===== config.mk =====
export PLATFORM = sky130hd
export DESIGN_NAME = sort_result_streamer
export DESIGN_NICKNAME = d
export VERILOG_FILES = /design/src/rtl/sort_stream_pkg.sv /design/src/rtl/sort_result_streamer_vec_buffer.sv /design/src/rtl/sort_result_streamer.sv
export SDC_FILE = /design/constraint.sdc
export NUM_CORES = 1
export LEC_CHECK = 0
export CAP_MARGIN = 20
export CORE_MARGIN = 2
export CORE_UTILIZATION = 54
export DETAILED_ROUTE_END_ITERATION = 7
export PLACE_DENSITY = 0.86
export SLEW_MARGIN = 40
export SYNTH_ARGS = -nofsm -noshare
export SYNTH_HDL_FRONTEND = slang
export SYNTH_SLANG_ARGS = --single-unit

===== constraint.sdc =====
create_clock -name clk -period 16.5 [get_ports clk]
set_clock_uncertainty 0.15 [all_clocks]
set_input_delay 1.65 -clock clk [delete_from_list [all_inputs] [get_ports clk]]
set_output_delay 1.65 -clock clk [all_outputs]
set_load 0.005 [all_outputs]

===== src/rtl/sort_stream_pkg.sv =====
// Shared types and constants for the sorted-vector output streamer.
package sort_stream_pkg;

    localparam int DEF_WIDTH  = 32;
    localparam int DEF_DEPTH  = 8;
    localparam int DEF_NBUF   = 2;
    localparam int DROP_CNT_W = 8;

    typedef logic [DEF_WIDTH-1:0] elem_t;

    typedef enum logic {
        IDLE   = 1'b0,
        STREAM = 1'b1
    } state_e;

endpackage


===== src/rtl/sort_result_streamer_vec_buffer.sv =====
// NBUF-slot FIFO of whole sorted vectors; a pop in the same cycle frees a slot for a push.
module vec_buffer #(
    parameter int WIDTH = 32,
    parameter int DEPTH = 8,
    parameter int NBUF  = 2
) (
    input  logic                              clk,
    input  logic                              rst_n,
    input  logic                              push,
    input  logic                              pop,
    input  logic [DEPTH-1:0][WIDTH-1:0]       din,
    output logic                              free,
    output logic [DEPTH-1:0][WIDTH-1:0]       head_vec,
    output logic [$clog2(NBUF+1)-1:0]         count,
    output logic                              full
);

    localparam int PTR_W = (NBUF > 1) ? $clog2(NBUF) : 1;
    localparam int CNT_W = $clog2(NBUF+1);

    logic [DEPTH-1:0][WIDTH-1:0] mem_q [NBUF];

    logic [PTR_W-1:0] wr_ptr_q, wr_ptr_d;
    logic [PTR_W-1:0] rd_ptr_q, rd_ptr_d;
    logic [CNT_W-1:0] count_q, count_d;
    logic             full_q, full_d;
    logic             accept;

    function automatic logic [PTR_W-1:0] ptr_inc(input logic [PTR_W-1:0] p);
        return (p == PTR_W'(NBUF-1)) ? '0 : p + 1'b1;
    endfunction

    assign free   = (count_q != CNT_W'(NBUF)) || pop;
    assign accept = push && free;

    always_comb begin
        wr_ptr_d = wr_ptr_q;
        rd_ptr_d = rd_ptr_q;
        count_d  = count_q;
        if (accept) wr_ptr_d = ptr_inc(wr_ptr_q);
        if (pop)    rd_ptr_d = ptr_inc(rd_ptr_q);
        case ({accept, pop})
            2'b10:   count_d = count_q + 1'b1;
            2'b01:   count_d = count_q - 1'b1;
            default: count_d = count_q;
        endcase
        full_d = (count_d == CNT_W'(NBUF));
    end

    always_ff @(posedge clk or negedge rst_n) begin
        if (!rst_n) begin
            wr_ptr_q <= '0;
            rd_ptr_q <= '0;
            count_q  <= '0;
            full_q   <= 1'b0;
        end else begin
            wr_ptr_q <= wr_ptr_d;
            rd_ptr_q <= rd_ptr_d;
            count_q  <= count_d;
            full_q   <= full_d;
        end
    end

    // Storage needs no reset: slots are only read once counted as occupied.
    always_ff @(posedge clk) begin
        if (accept) mem_q[wr_ptr_q] <= din;
    end

    assign head_vec = mem_q[rd_ptr_q];
    assign count    = count_q;
    assign full     = full_q;

endmodule


===== src/rtl/sort_result_streamer.sv =====
// Captures sorter output vectors and streams them one element per valid/ready beat.
// Optional sortedness checker (order_err output) enabled by defining SORT_CHECK_EN.
module sort_result_streamer
    import sort_stream_pkg::*;
#(
    parameter int WIDTH = 32,
    parameter int DEPTH = 8,
    parameter int NBUF  = 2
) (
    input  logic                          clk,
    input  logic                          rst_n,
    input  logic                          valid_in,
    input  logic [DEPTH-1:0][WIDTH-1:0]   sorted_in,
    output logic                          m_valid,
    input  logic                          m_ready,
    output logic [WIDTH-1:0]              m_data,
    output logic [$clog2(DEPTH)-1:0]      m_index,
    output logic                          m_last,
    output logic                          full,
`ifdef SORT_CHECK_EN
    output logic                          order_err,
`endif
    output logic                          overflow,
    output logic [DROP_CNT_W-1:0]         drop_cnt
);

    // m_valid/m_ready: an element transfers on any rising edge where both are high;
    // once m_valid rises, m_data/m_index/m_last hold until that transfer happens.

    localparam int IDX_W = $clog2(DEPTH);
    localparam int CNT_W = $clog2(NBUF+1);

    state_e                      state_q, state_d;
    logic [IDX_W-1:0]            elem_idx_q, elem_idx_d;
    logic                        overflow_q, overflow_d;
    logic [DROP_CNT_W-1:0]       drop_cnt_q, drop_cnt_d;

    logic                        free;
    logic [DEPTH-1:0][WIDTH-1:0] head_vec;
    logic [CNT_W-1:0]            count;
    logic                        buf_full;
    logic                        accept;
    logic                        drop;
    logic                        hs;
    logic                        pop;

    vec_buffer #(
        .WIDTH (WIDTH),
        .DEPTH (DEPTH),
        .NBUF  (NBUF)
    ) u_buf (
        .clk      (clk),
        .rst_n    (rst_n),
        .push     (valid_in),
        .pop      (pop),
        .din      (sorted_in),
        .free     (free),
        .head_vec (head_vec),
        .count    (count),
        .full     (buf_full)
    );

    assign m_valid = (state_q == STREAM);
    assign m_index = elem_idx_q;
    assign m_last  = m_valid && (elem_idx_q == IDX_W'(DEPTH-1));
    assign m_data  = m_valid ? head_vec[elem_idx_q] : '0;
    assign full    = buf_full;

    assign hs     = m_valid && m_ready;
    assign pop    = hs && m_last;
    assign accept = valid_in && free;
    assign drop   = valid_in && !free;

    always_comb begin
        state_d    = state_q;
        elem_idx_d = elem_idx_q;
        case (state_q)
            IDLE: begin
                if (count != '0) state_d = STREAM;
            end
            STREAM: begin
                if (hs) begin
                    if (m_last) begin
                        elem_idx_d = '0;
                        // Post-release occupancy is zero only if this was the last vector and nothing arrives.
                        if (count == CNT_W'(1) && !accept) state_d = IDLE;
                    end else begin
                        elem_idx_d = elem_idx_q + 1'b1;
                    end
                end
            end
            default: state_d = IDLE;
        endcase
    end

    always_comb begin
        overflow_d = overflow_q || drop;
        drop_cnt_d = drop_cnt_q;
        if (drop && (drop_cnt_q != {DROP_CNT_W{1'b1}})) drop_cnt_d = drop_cnt_q + 1'b1;
    end

    always_ff @(posedge clk or negedge rst_n) begin
        if (!rst_n) begin
            state_q    <= IDLE;
            elem_idx_q <= '0;
            overflow_q <= 1'b0;
            drop_cnt_q <= '0;
        end else begin
            state_q    <= state_d;
            elem_idx_q <= elem_idx_d;
            overflow_q <= overflow_d;
            drop_cnt_q <= drop_cnt_d;
        end
    end

    assign overflow = overflow_q;
    assign drop_cnt = drop_cnt_q;

`ifdef SORT_CHECK_EN
    logic order_err_q, order_err_d;
    logic unsorted;

    always_comb begin
        unsorted = 1'b0;
        for (int i = 0; i < DEPTH-1; i++) begin
            if (sorted_in[i] > sorted_in[i+1]) unsorted = 1'b1;
        end
        order_err_d = order_err_q || (accept && unsorted);
    end

    always_ff @(posedge clk or negedge rst_n) begin
        if (!rst_n) order_err_q <= 1'b0;
        else        order_err_q <= order_err_d;
    end

    assign order_err = order_err_q;
`endif

endmodule


==> out/summary.txt <==
status: finished, final reports clean
CP required: 14.70 ns
Startpoint Class: flip-flop
die footprint: 0.0399 sq mm
class of the worst hold path: reg2reg
CTS Root Cell: clkbuf_16
Iter 0 DRT Violations: 893
number of synthesized flops with an enable pin: 512
post-CTS sizing: 0
FF-to-FF Start: m_index[1]
largest net degree at the start of global routing: 76
Max Root-Sink Buffers: 3
Max Cap Viol: 0
hold path depth: 1
initial antenna violation count: 14
Yosys warnings: 0
Yosys reg bits: 530
slowest stage delay, CP: 0.92 ns
DRT Pass-1 Iters: 5
cell family with most CP delay: buffers and inverters
Buf+Inv Stages, Crit Path: 4
clk_lat worst skew: 0.57 ns
Total Power: 4.64 mW
Netlist Area Pre-Place: 0.0207 sq mm
vias in the first global route: 12000
final setup margin: 10.41 ns
number of library cell types mapped by synthesis: 34
H-Tree Depth: 2
Starting Density: 54.8%
DR WL/cell: 24.3 microns
I/O pin count: 307
fin crit share: 36.9%
Crit. Startpoint: u_buf.rd_ptr_q
leakage power: 9.22 nW
Highest Clock Rate: 164 MHz
Worst-path clk slew: 0.06 ns
sequential fraction of the synthesis area: 76.4%
area share of fa/ha/maj cells after synthesis: 0.484%
Hold Fails Final Rpt: 0
Synth Area in Compound Gates: 5.46%
area added between synthesis and finish: 25.8%
share of cells above drive strength 1: 8.32%
crit path capture type: output pin
Tot GR Track Use: 24.2%
headroom to the max-slew limit: 40.3%
CP Depth: 8
Top FF cell, synth: edfxtp_1
crit path max-delay cell type: dfrtp_4
Layout Nets: 1705
Critical Path Fanout Max: 64
Slew @ Worst Pin: 0.896 ns
GR Overflow Total: 0
Die X: 200 microns
Slew Viols, Final: 0
maximum vdd drop: 0.134 mV
Setup violations, final: 0
post-synthesis mux area share: 12.7%
WS Path Type: reg2out
first-pass GRT wire length: 70600 microns
CTS Sinks: 530
R2R depth: 7
CTS Buf Count: 52
largest family of logic cells by synthesized area: multiplexers
ys async rst share: 3.40%
Post-DP HPWL: 30900 microns
GPL Wtd Cong: 0.788
Arr. time, crit path: 4.29 ns
worst path cell trace: buf_12 -> buf_16 -> buf_6 -> mux2i_1 -> a22oi_1 -> nand2_1 -> o21ai_0 -> clkdlybuf4s50_1
Power Density: 178 mW/mm^2
Post-CTS Setup Bufs: 0
IO Port Bufs: 306
synthesized area per cell: 18.5 sq um
Synth Area in Simple Gates: 2.12%
Setup TNS: 0 ns
pre-CTS WS: 10.93 ns
Synth Area in XOR/XNOR: 0.381%
Via Count: 11600
end of the critical path: m_data[22]
Remaining DRCs: 0
drt total wl: 48600 microns
Post-Syn Nets: 1386
reg-to-reg setup timing slack: 12.57 ns
Antenna Nets Post-Route: 0
CTS tree: yes
CORE AREA: 0.0378 sq mm
RSZ-0062 raised after global routing: false
minimum clock period: 6.09 ns
vias per inst: 5.78
reg2reg end: u_buf.mem_q[1][178]
hold-fix buffers at CTS: 0
Die Y: 200 microns
placement row count: 71
Syn Inst Count: 1118
## routing by layer
| metal | wire (microns) | global-route usage [%] | up-vias |
|---|---|---|---|
| met5 | 23 | 0 | - |
| li1 | - | - | 5158 |
| met1 | 18700 | 30.5 | 5815 |
| met2 | 24400 | 40.5 | 488 |
| met3 | 3810 | 5.16 | 101 |
| met4 | 1710 | 11.1 | 4 |
## power by group
group | internal [mW] | switching [mW] | total, mW | leakage, nW
Sequential | 1.84 | 0.124 | 1.97 | 5.01
Clock | 0.711 | 0.480 | 1.19 | 0.855
Combinational | 0.653 | 0.827 | 1.48 | 3.36
Total | 3.21 | 1.43 | 4.64 | 9.22
## logic make-up after synthesis
group / after synthesis
compound gates: 162
fa+ha+maj: 8
xor+xnor: 9
flops: 530
simple gates: 93
mux: 248
buf+inv: 68
## per-stage QoR
stage,cell area [sq um],std cells,util [%],hold WS [ns]
after floorplan,20700,1118,-,0.311
after global placement,24100,1887,63.8,0.338
after detailed placement,24300,1894,64.3,0.323
after CTS,26000,1989,68.8,0.346
after global routing,26000,1999,68.9,0.367
final,26000,2002,69.0,0.345
## sequential cells by signal (all words and copies together) (netlist names)
| name | cells |
|---|---|
| u_buf.rd_ptr_q | 1 |
| u_buf.count | 2 |
| m_index | 3 |
| m_valid | 1 |
| overflow | 1 |
| u_buf.full | 1 |
| drop_cnt | 8 |
| u_buf.mem_q | 512 |
| u_buf.wr_ptr_q | 1 |
## cell usage in the layout (no fill, tap or decap), types with 4 or more instances in the layout
cell             netlist  routed
mux4_2                11      11
buf_4                 12       4
edfxtp_1             512     512
buf_6                  8       8
bufinv_16              0       8
clkinv_2               0      14
a22oi_1              106     106
clkdlybuf4s50_1        0     305
mux2i_1              235     235
clkbuf_16              0      53
o21ai_0               24      24
dfrtp_1               18      16
buf_16                 0       5
xnor2_1                7       7
clkinv_1               0      10
nand3_1               28      28
diode_2                0      13
ha_1                   8       8
inv_1                  7       7
o21ai_1               18      18
a221oi_1              11      11
clkbuf_1              18       8
nand2_1               44      43
## final cells by class
class | instances | area, sq um
timing repair buffer | 326 | 3370
antenna | 13 | 32.5
tap | 511 | 639
clock inverter | 34 | 365
fill | 2417 | 11700
inverter | 7 | 26.3
multi-input combinational | 520 | 4420
clock buffer | 61 | 1360
sequential | 530 | 15800
## cell usage after synthesis, types with 11 or more instances
cell type    n  area [sq um]
a221oi_1    11          96.3
a22oi_1    106           796
buf_2       12          60.1
buf_4       12          90.1
clkbuf_1    18          67.6
dfrtp_1     18           450
edfxtp_1   512         15400
mux2i_1    235          2350
mux4_2      11           248
nand2_1     44           165
nand3_1     28           140
o21ai_0     24           120
o21ai_1     18          90.1
## how the worst min path moves through the flow
stage,from,to,slack (ns)
after floorplan,u_buf.wr_ptr_q,u_buf.wr_ptr_q,0.31
after global placement,overflow,overflow,0.34
after detailed placement,overflow,overflow,0.32
after CTS,overflow,overflow,0.35
after global routing,overflow,overflow,0.37
final,overflow,overflow,0.34
## worst register-to-register path, stage by stage, from the launching register on
cell and delay, ns:
dfrtp_2 0.68, ha_1 0.25, ha_1 0.24, nand3_2 0.17
nand2_1 0.14, and3_4 0.62, buf_6 0.66, buf_6 0.60
No activity file was read; power rests on OpenSTA's default activity.
